`src/rtl/pokey_pkg.sv`:
```
// Shared definitions for the POKEY bus controller: register addresses,
// controller states and the power-up register write table.
package pokey_pkg;

    localparam logic [3:0] ADDR_AUDC1  = 4'h1;
    localparam logic [3:0] ADDR_AUDC2  = 4'h3;
    localparam logic [3:0] ADDR_AUDC3  = 4'h5;
    localparam logic [3:0] ADDR_AUDC4  = 4'h7;
    localparam logic [3:0] ADDR_AUDCTL = 4'h8;
    localparam logic [3:0] ADDR_SKCTL  = 4'hF;

    localparam logic [2:0] LAST_STEP = 3'd6;

    typedef enum logic [1:0] {
        INIT_WR,
        SETTLE,
        IDLE,
        SECOND
    } state_t;

    // Step 0 holds the chips in reset; the last step releases them.
    function automatic logic [11:0] init_entry(input logic [2:0] step,
                                               input logic [7:0] audctl,
                                               input logic [7:0] skctl);
        logic [11:0] entry;
        case (step)
            3'd0:    entry = {ADDR_SKCTL, 8'h00};
            3'd1:    entry = {ADDR_AUDCTL, audctl};
            3'd2:    entry = {ADDR_AUDC1, 8'h00};
            3'd3:    entry = {ADDR_AUDC2, 8'h00};
            3'd4:    entry = {ADDR_AUDC3, 8'h00};
            3'd5:    entry = {ADDR_AUDC4, 8'h00};
            default: entry = {ADDR_SKCTL, skctl};
        endcase
        return entry;
    endfunction

endpackage

```
`src/rtl/pokey_bus_ctrl.sv`:
```
// CPU-to-POKEY bus controller: runs the init write sequence, then passes
// CPU accesses to one or both chips (chip 2 first) with registered returns.
module pokey_bus_ctrl
    import pokey_pkg::*;
#(
    parameter logic [7:0] INIT_AUDCTL   = 8'h00,
    parameter logic [7:0] INIT_SKCTL    = 8'h03,
    parameter int         SETTLE_CYCLES = 4
) (
    input  logic       CLK,
    input  logic       RESET_L,
    input  logic [3:0] CPU_ADDR,
    input  logic [7:0] CPU_DIN,
    input  logic       CPU_RW_L,
    input  logic       CPU_CS1_L,
    input  logic       CPU_CS2_L,
    output logic       CPU_RDY,
    output logic [7:0] CPU_DOUT,
    output logic       CPU_DVALID,
    input  logic       REINIT,
    output logic [3:0] PK_ADDR,
    output logic [7:0] PK_DIN,
    output logic       PK_RW_L,
    output logic       PK1_CS_L,
    output logic       PK2_CS_L,
    input  logic [7:0] PK1_DOUT,
    input  logic [7:0] PK2_DOUT,
    output logic       INIT_BUSY,
    output logic       POKEY_ACTIVE
);

    localparam logic [3:0] SETTLE_LAST = 4'(SETTLE_CYCLES - 1);

    state_t     state;
    logic [2:0] step;
    logic [3:0] settle_cnt;
    logic [3:0] hold_addr;
    logic [7:0] hold_din;
    logic       hold_rw_l;
    logic       rd1_pend;
    logic       rd2_pend;
    logic       reinit_pend;

    always_ff @(posedge CLK or negedge RESET_L) begin
        if (!RESET_L) begin
            state        <= INIT_WR;
            step         <= '0;
            settle_cnt   <= '0;
            PK_ADDR      <= '0;
            PK_DIN       <= '0;
            PK_RW_L      <= 1'b1;
            PK1_CS_L     <= 1'b1;
            PK2_CS_L     <= 1'b1;
            POKEY_ACTIVE <= 1'b0;
            CPU_DOUT     <= '0;
            CPU_DVALID   <= 1'b0;
            CPU_RDY      <= 1'b0;
            INIT_BUSY    <= 1'b1;
            hold_addr    <= '0;
            hold_din     <= '0;
            hold_rw_l    <= 1'b1;
            rd1_pend     <= 1'b0;
            rd2_pend     <= 1'b0;
            reinit_pend  <= 1'b0;
        end else begin
            CPU_DVALID   <= 1'b0;
            rd1_pend     <= 1'b0;
            rd2_pend     <= 1'b0;
            PK1_CS_L     <= 1'b1;
            PK2_CS_L     <= 1'b1;
            PK_RW_L      <= 1'b1;
            POKEY_ACTIVE <= 1'b0;

            // Read data returns one edge after the chip was selected.
            if (rd2_pend) begin
                CPU_DOUT   <= PK2_DOUT;
                CPU_DVALID <= 1'b1;
            end else if (rd1_pend) begin
                CPU_DOUT   <= PK1_DOUT;
                CPU_DVALID <= 1'b1;
            end

            case (state)
                INIT_WR: begin
                    {PK_ADDR, PK_DIN} <= init_entry(step, INIT_AUDCTL, INIT_SKCTL);
                    PK_RW_L      <= 1'b0;
                    PK1_CS_L     <= 1'b0;
                    PK2_CS_L     <= 1'b0;
                    POKEY_ACTIVE <= 1'b1;
                    if (step == 3'd0) begin
                        state      <= SETTLE;
                        settle_cnt <= '0;
                        step       <= 3'd1;
                    end else if (step == LAST_STEP) begin
                        state <= IDLE;
                        step  <= '0;
                    end else begin
                        step <= step + 3'd1;
                    end
                end
                SETTLE: begin
                    if (settle_cnt == SETTLE_LAST) begin
                        state <= INIT_WR;
                    end else begin
                        settle_cnt <= settle_cnt + 4'd1;
                    end
                end
                IDLE: begin
                    // CPU_RDY is low only on the first IDLE cycle after init.
                    if (!CPU_RDY) begin
                        INIT_BUSY <= 1'b0;
                        CPU_RDY   <= 1'b1;
                    end else begin
                        if (!CPU_CS2_L) begin
                            PK_ADDR      <= CPU_ADDR;
                            PK_DIN       <= CPU_DIN;
                            PK_RW_L      <= CPU_RW_L;
                            PK2_CS_L     <= 1'b0;
                            POKEY_ACTIVE <= 1'b1;
                            rd2_pend     <= CPU_RW_L;
                            if (!CPU_CS1_L) begin
                                hold_addr <= CPU_ADDR;
                                hold_din  <= CPU_DIN;
                                hold_rw_l <= CPU_RW_L;
                                CPU_RDY   <= 1'b0;
                                state     <= SECOND;
                            end
                        end else if (!CPU_CS1_L) begin
                            PK_ADDR      <= CPU_ADDR;
                            PK_DIN       <= CPU_DIN;
                            PK_RW_L      <= CPU_RW_L;
                            PK1_CS_L     <= 1'b0;
                            POKEY_ACTIVE <= 1'b1;
                            rd1_pend     <= CPU_RW_L;
                        end
                        if (REINIT) begin
                            INIT_BUSY <= 1'b1;
                            CPU_RDY   <= 1'b0;
                            if (!CPU_CS1_L && !CPU_CS2_L) begin
                                reinit_pend <= 1'b1;
                            end else begin
                                state <= INIT_WR;
                            end
                        end
                    end
                end
                SECOND: begin
                    PK_ADDR      <= hold_addr;
                    PK_DIN       <= hold_din;
                    PK_RW_L      <= hold_rw_l;
                    PK1_CS_L     <= 1'b0;
                    POKEY_ACTIVE <= 1'b1;
                    rd1_pend     <= hold_rw_l;
                    reinit_pend  <= 1'b0;
                    if (reinit_pend || REINIT) begin
                        state     <= INIT_WR;
                        INIT_BUSY <= 1'b1;
                        CPU_RDY   <= 1'b0;
                    end else begin
                        state   <= IDLE;
                        CPU_RDY <= 1'b1;
                    end
                end
                default: state <= IDLE;
            endcase
        end
    end

endmodule
```
`config.mk`:
```
export PLATFORM = sky130hd
export DESIGN_NAME = pokey_bus_ctrl
export DESIGN_NICKNAME = d
export VERILOG_FILES = /design/src/rtl/pokey_pkg.sv /design/src/rtl/pokey_bus_ctrl.sv
export SDC_FILE = /design/constraint.sdc
export NUM_CORES = 1
export LEC_CHECK = 0
export ABC_CLOCK_PERIOD_IN_PS = 4400
export CAP_MARGIN = 20
export CORE_MARGIN = 1.5
export CORE_UTILIZATION = 54
export DETAILED_ROUTE_END_ITERATION = 10
export PLACE_DENSITY = 0.85
export SLEW_MARGIN = 10
export SYNTH_ARGS = -nofsm -noshare
export SYNTH_HDL_FRONTEND = slang
export SYNTH_SLANG_ARGS = --single-unit
```
`constraint.sdc`:
```
create_clock -name CLK -period 4.4 [get_ports CLK]
set_clock_uncertainty 0.05 [all_clocks]
set_input_delay 1.1 -clock CLK [delete_from_list [all_inputs] [get_ports CLK]]
set_output_delay 1.1 -clock CLK [all_outputs]
set_load 0.05 [all_outputs]
```
After elaboration in Yosys (flattened, before gate mapping)
Cells that the tools add are included.
{"block": "totals", "ff_bits": 52, "elab_cells": 123}
{"block": "op_classes", "add_sub_neg": 2, "n_eq_ne": 20, "mux": 63, "bitwise": 2, "reduce_logical": 17}
{"op": "$pmux 12 s6", "count": 1}
{"op": "$mux 8", "count": 5}
{"op": "$mux 1", "count": 29}
{"op": "$pmux 8 s3", "count": 1}
{"op": "$mux 4", "count": 5}
{"op": "$mux 2", "count": 9}
{"op": "$ne 2x2->1 const B", "count": 7}
{"op": "$pmux 1 s2", "count": 7}
{"op": "$pmux 4 s3", "count": 1}
{"op": "$reduce_and 3->1", "count": 4}
{"op": "$eq 3x3->1 const B", "count": 3}
{"op": "$ne 3x3->1 const B", "count": 3}
{"op": "$pmux 2 s4", "count": 1}
{"op": "$pmux 4 s2", "count": 1}
{"op": "$reduce_and 4->1", "count": 2}
{"op": "$eq 3x2->1 const B", "count": 2}
{"op": "$mux 3", "count": 2}
{"op": "$reduce_bool 2->1", "count": 3}
{"op": "$add 4x1->4 const B", "count": 1}
{"op": "$eq 2x2->1 const B", "count": 2}
{"op": "$eq 4x2->1 const B", "count": 1}
{"op": "$add 3x1->3 const B", "count": 1}
{"op": "$eq 3x1->1 const B", "count": 1}
{"op": "$logic_not 3->1", "count": 1}
{"op": "other kinds (9)", "count": 11}

Longest topological paths before layout
{"block": "depth", "depth_word": 6, "ltp_mapped": 7}

Least setup slack after synthesis
No wires, ideal clock.
{"block": "synth_timing", "kind": "input to register", "start": "input port CPU_CS2_L", "end": "register hold_addr[0]", "setup_time_ns": 0.125, "arrival_time_ns": 2.012, "required_ns": 4.225, "slack_ns": 2.213, "cell_stages": 4, "path_buffers": 2, "path_cell_list": "buf_2 > nor3_4 > buf_4 > mux2_2"}
{"block": "synth_between", "elab_chain_len": 2}
{"element": "from (decl)", "line": "pokey_bus_ctrl.sv:16", "source": "input logic CPU_CS2_L,"}
{"element": "$not 1->1 (no line)"}
{"element": "$reduce_and 4->1 (no line)"}
{"element": "to (signal assigned)", "line": "pokey_bus_ctrl.sv:59", "source": "hold_addr <= '0;"}
{"element": "to (signal assigned)", "line": "pokey_bus_ctrl.sv:122", "source": "hold_addr <= CPU_ADDR;"}
{"element": "to (decl)", "line": "pokey_bus_ctrl.sv:37", "source": "logic [3:0] hold_addr;"}
Every way passes these cells.
A chain may end at the register's enable or synchronous reset.

Worst setup path after layout
{"block": "layout_timing", "start": "register CPU_RDY", "end": "output port CPU_RDY"}
{"element": "from (decl)", "line": "pokey_bus_ctrl.sv:17", "source": "output logic CPU_RDY,"}
{"element": "from (signal assigned)", "line": "pokey_bus_ctrl.sv:57", "source": "CPU_RDY <= 1'b0;"}
{"element": "from (signal assigned)", "line": "pokey_bus_ctrl.sv:112", "source": "CPU_RDY <= 1'b1;"}
{"element": "from (signal assigned)", "line": "pokey_bus_ctrl.sv:125", "source": "CPU_RDY <= 1'b0;"}
No word-level cell between the ends.

==> flow_metrics.tcl <==
set metrics [dict create \
    status "complete, no violations" \
    post-cts-setup-buffers 0 \
    ys_ff_latch 52 \
    cp-end-kind "primary output" \
    yosys-top-cells-area "dfrtp_1, mux2_2, dfstp_2" \
    yosysUniqueCellTypes 51 \
    numCtsBuffers 5 \
    ios 61 \
    finalInstanceArea_um2 3310 \
    switching_share_pct 46.2 \
    multi_input_area_um2 1190 \
    grt_pass1_wl_um 9080 \
    critPathMaxStageDelay_ns 0.88 \
    ctsResizeCount 0 \
    switchingPower_mw 1.24 \
    synth_compound_area_share_pct 19.4 \
    synth_common_cells "dfrtp_1, nor2_1, o21ai_0" \
    maxCapViolCount 0 \
    worstPathCellList "clkdlybuf4s50_1" \
    synth_cells 250 \
    grt_overflow 0 \
    dp_hpwl_um 3790 \
    cts_buffer_depth 2 \
    diodes 0 \
    critical_path.max_fanout 10 \
    power.leakage_nw 1.37 \
    yosys.area_share.simple_pct 13.6 \
    clock_latency_ns 0.31 \
    cts_sinks 52 \
    max_freq_mhz 339 \
    core-area_um2 4690 \
    syn-cell-area_um2 2620 \
    grt_antenna_before_repair 0 \
    synth_top_area_share_pct 44.8 \
    ir_worst_vdd_v 0.000416 \
    worstPathRequired_ns 3.25 \
    pwr-share-comb_pct 54.5 \
    placed_cell_area_um2 3200 \
    synth-edff-count 0 \
    firstDrtPassIters 4 \
    seq_power_share_pct 33.0 \
    hold_violations 0 \
    post-route-period-util_pct 67.1 \
    power_mw 2.69 \
    slew_violations 0 \
    die_w_um 72.7 \
    critPathArrivalTime_ns 1.80 \
    cp.depth 1 \
    final_nets 344 \
    ys.warnings.count 0 \
    tightest_slew_ns 0.706 \
    rsz0062_at_grt "false" \
    r2r_cells 5 \
    drt_iter0_drc 127 \
    hold_slack_ns 0.463 \
    async_flop_share_pct 100 \
    vias_per_cell 5.70 \
    finalSetupViolCount 0 \
    min_path_cells 1 \
    yosysTopAreaCell "dfrtp_1" \
    worst_path_dominant_cell_family "buffers and inverters" \
    muxShareOfSynthArea_pct 8.64 \
    syn2layout_area_growth_pct 26.3 \
    slew_headroom_pct 52.9 \
    drive_above_1_share_pct 13.2 \
    p_per_area_nw_per_um2 813 \
    fin_crit_ns 2.95 \
    start_util_pct 55.9 \
    drc 0 \
    seqCellArea_um2 1310 \
    synth_seq_area_share_pct 49.9 \
    yosysMostFrequentCell "dfrtp_1" \
    grt_max_degree 53 \
    min_path_type "register to register" \
    synth_nets 291 \
    synthAdderAreaFrac_pct 3.34 \
    clock-root-buffer "clkbuf_8" \
    internal-power_mw 1.45 \
    crit_buf_inv 1 \
    fin_setup_tns_ns 0 \
    synth_top_family_by_area "compound AO/OA/AOI/OAI gates" \
    hold_start "hold_addr[3]" \
    cts_tree "yes" \
    numPortBuffers 60 \
    worst_setup_path_start_kind "register" \
    clk_pin_slew_ns 0.10 \
    dieArea_um2 5280 \
    startpoint "CPU_RDY" \
    cts_hold_buf 0 \
    grt_usage_pct 22.4 \
    place_congestion 0.809 \
    critPathKind "register to primary output" \
    dr_total_vias 2040 \
    num_rows 25 \
    cts-htree-levels 2 \
    crit_slowest_cell "clkdlybuf4s50_1" \
    fillers 347 \
    syn_avg_cell_area_um2 10.5 \
    drtAntennaViolNets 0 \
    grt_pass1_vias 1970 \
    clkPwrFrac_pct 12.5 \
    wl_per_cell_um 15.3 \
    fp.dieH_um 72.7 \
    ys.flop_type "dfrtp_1" \
    drt-total-wl_um 5470 \
    r2r-start "state[0]" \
    synthXorXnorAreaFrac_pct 0.334 \
    postLayoutCoreUtil_pct 70.6 \
]
[path summary, 6_finish.rpt]
path	slack (ns)	endpoint
max	1.45	CPU_RDY
min	0.46	hold_addr[3]
max reg2reg	2.26	PK_DIN[0]
min reg2reg	0.46	hold_addr[3]
max in group asynchronous	3.04	step[0]
min in group asynchronous	0.84	rd1_pend
[metrics by stage]
step           instances  setup slack, ns
6_report             358             1.45
5_1_grt              358             1.38
4_1_cts              358             1.44
3_5_place_dp         350             1.53
3_3_place_gp         350             1.58
2_1_floorplan        250             2.21
[kinds of logic (layout without fill, tap and decap cells)]
kind of cell             Yosys count  count (layout)
AO/OA/AOI/OAI                     75              75
AND/OR/NAND/NOR                   71              71
flip-flops                        52              52
buffers and inverters             23              77
multiplexers                      21              21
adder cells (fa/ha/maj)            7               7
XOR/XNOR                           1               1
[registers in the layout, summed over array words and instances, names as in the netlist, 2 cells and up]
register and cells:
CPU_DOUT 8, state 2, settle_cnt 4, PK_DIN 8, PK_ADDR 4, hold_addr 4, hold_din 8, step 3
[power groups by stage]
| stage | combinational (mW) | clock (mW) | sequential [mW] |
|---|---|---|---|
| floorplan | 0.717 | 0 | 1.25 |
| global placement | 1.43 | 0 | 0.882 |
| detailed placement | 1.47 | 0 | 0.898 |
| CTS | 1.48 | 0.344 | 0.887 |
| global route | 1.59 | 0.364 | 0.920 |
| finish | 1.47 | 0.337 | 0.889 |
[final cells by class]
type                    count  share of cell area [%]
multi-input cells         175                    35.9
flip-flops and latches     52                    39.5
well taps                  54                    2.04
repair buffers             62                    18.4
inverters                   7                   0.793
clock inverters             2                    1.17
clock buffers               6                    2.19
[placed cells by master (no fill, tap or decap), types with 2 or more instances in the layout]
cell / count
clkdlybuf4s50_1: 59
dfrtp_1: 47
nor2_1: 26
o21ai_0: 21
nand2_1: 20
a21oi_1: 18
mux2_2: 13
a22oi_1: 8
mux2i_1: 8
inv_1: 7
ha_1: 7
nand3_1: 6
dfstp_2: 5
a31oi_1: 5
clkbuf_8: 5
a22o_1: 4
nand2b_1: 3
a221oi_1: 3
o31ai_1: 2
nor3b_1: 2
buf_4: 2
[metal layers]
layer | wire length [µm] | global-route usage (%) | up-vias
met5 | 0 | 0 | -
met4 | 129 | 10.3 | 0
met3 | 293 | 5.80 | 11
met2 | 2640 | 36.1 | 54
met1 | 2400 | 28.4 | 974
li1 | - | - | 1001
Note: power is estimated with default switching activity, not from simulation.
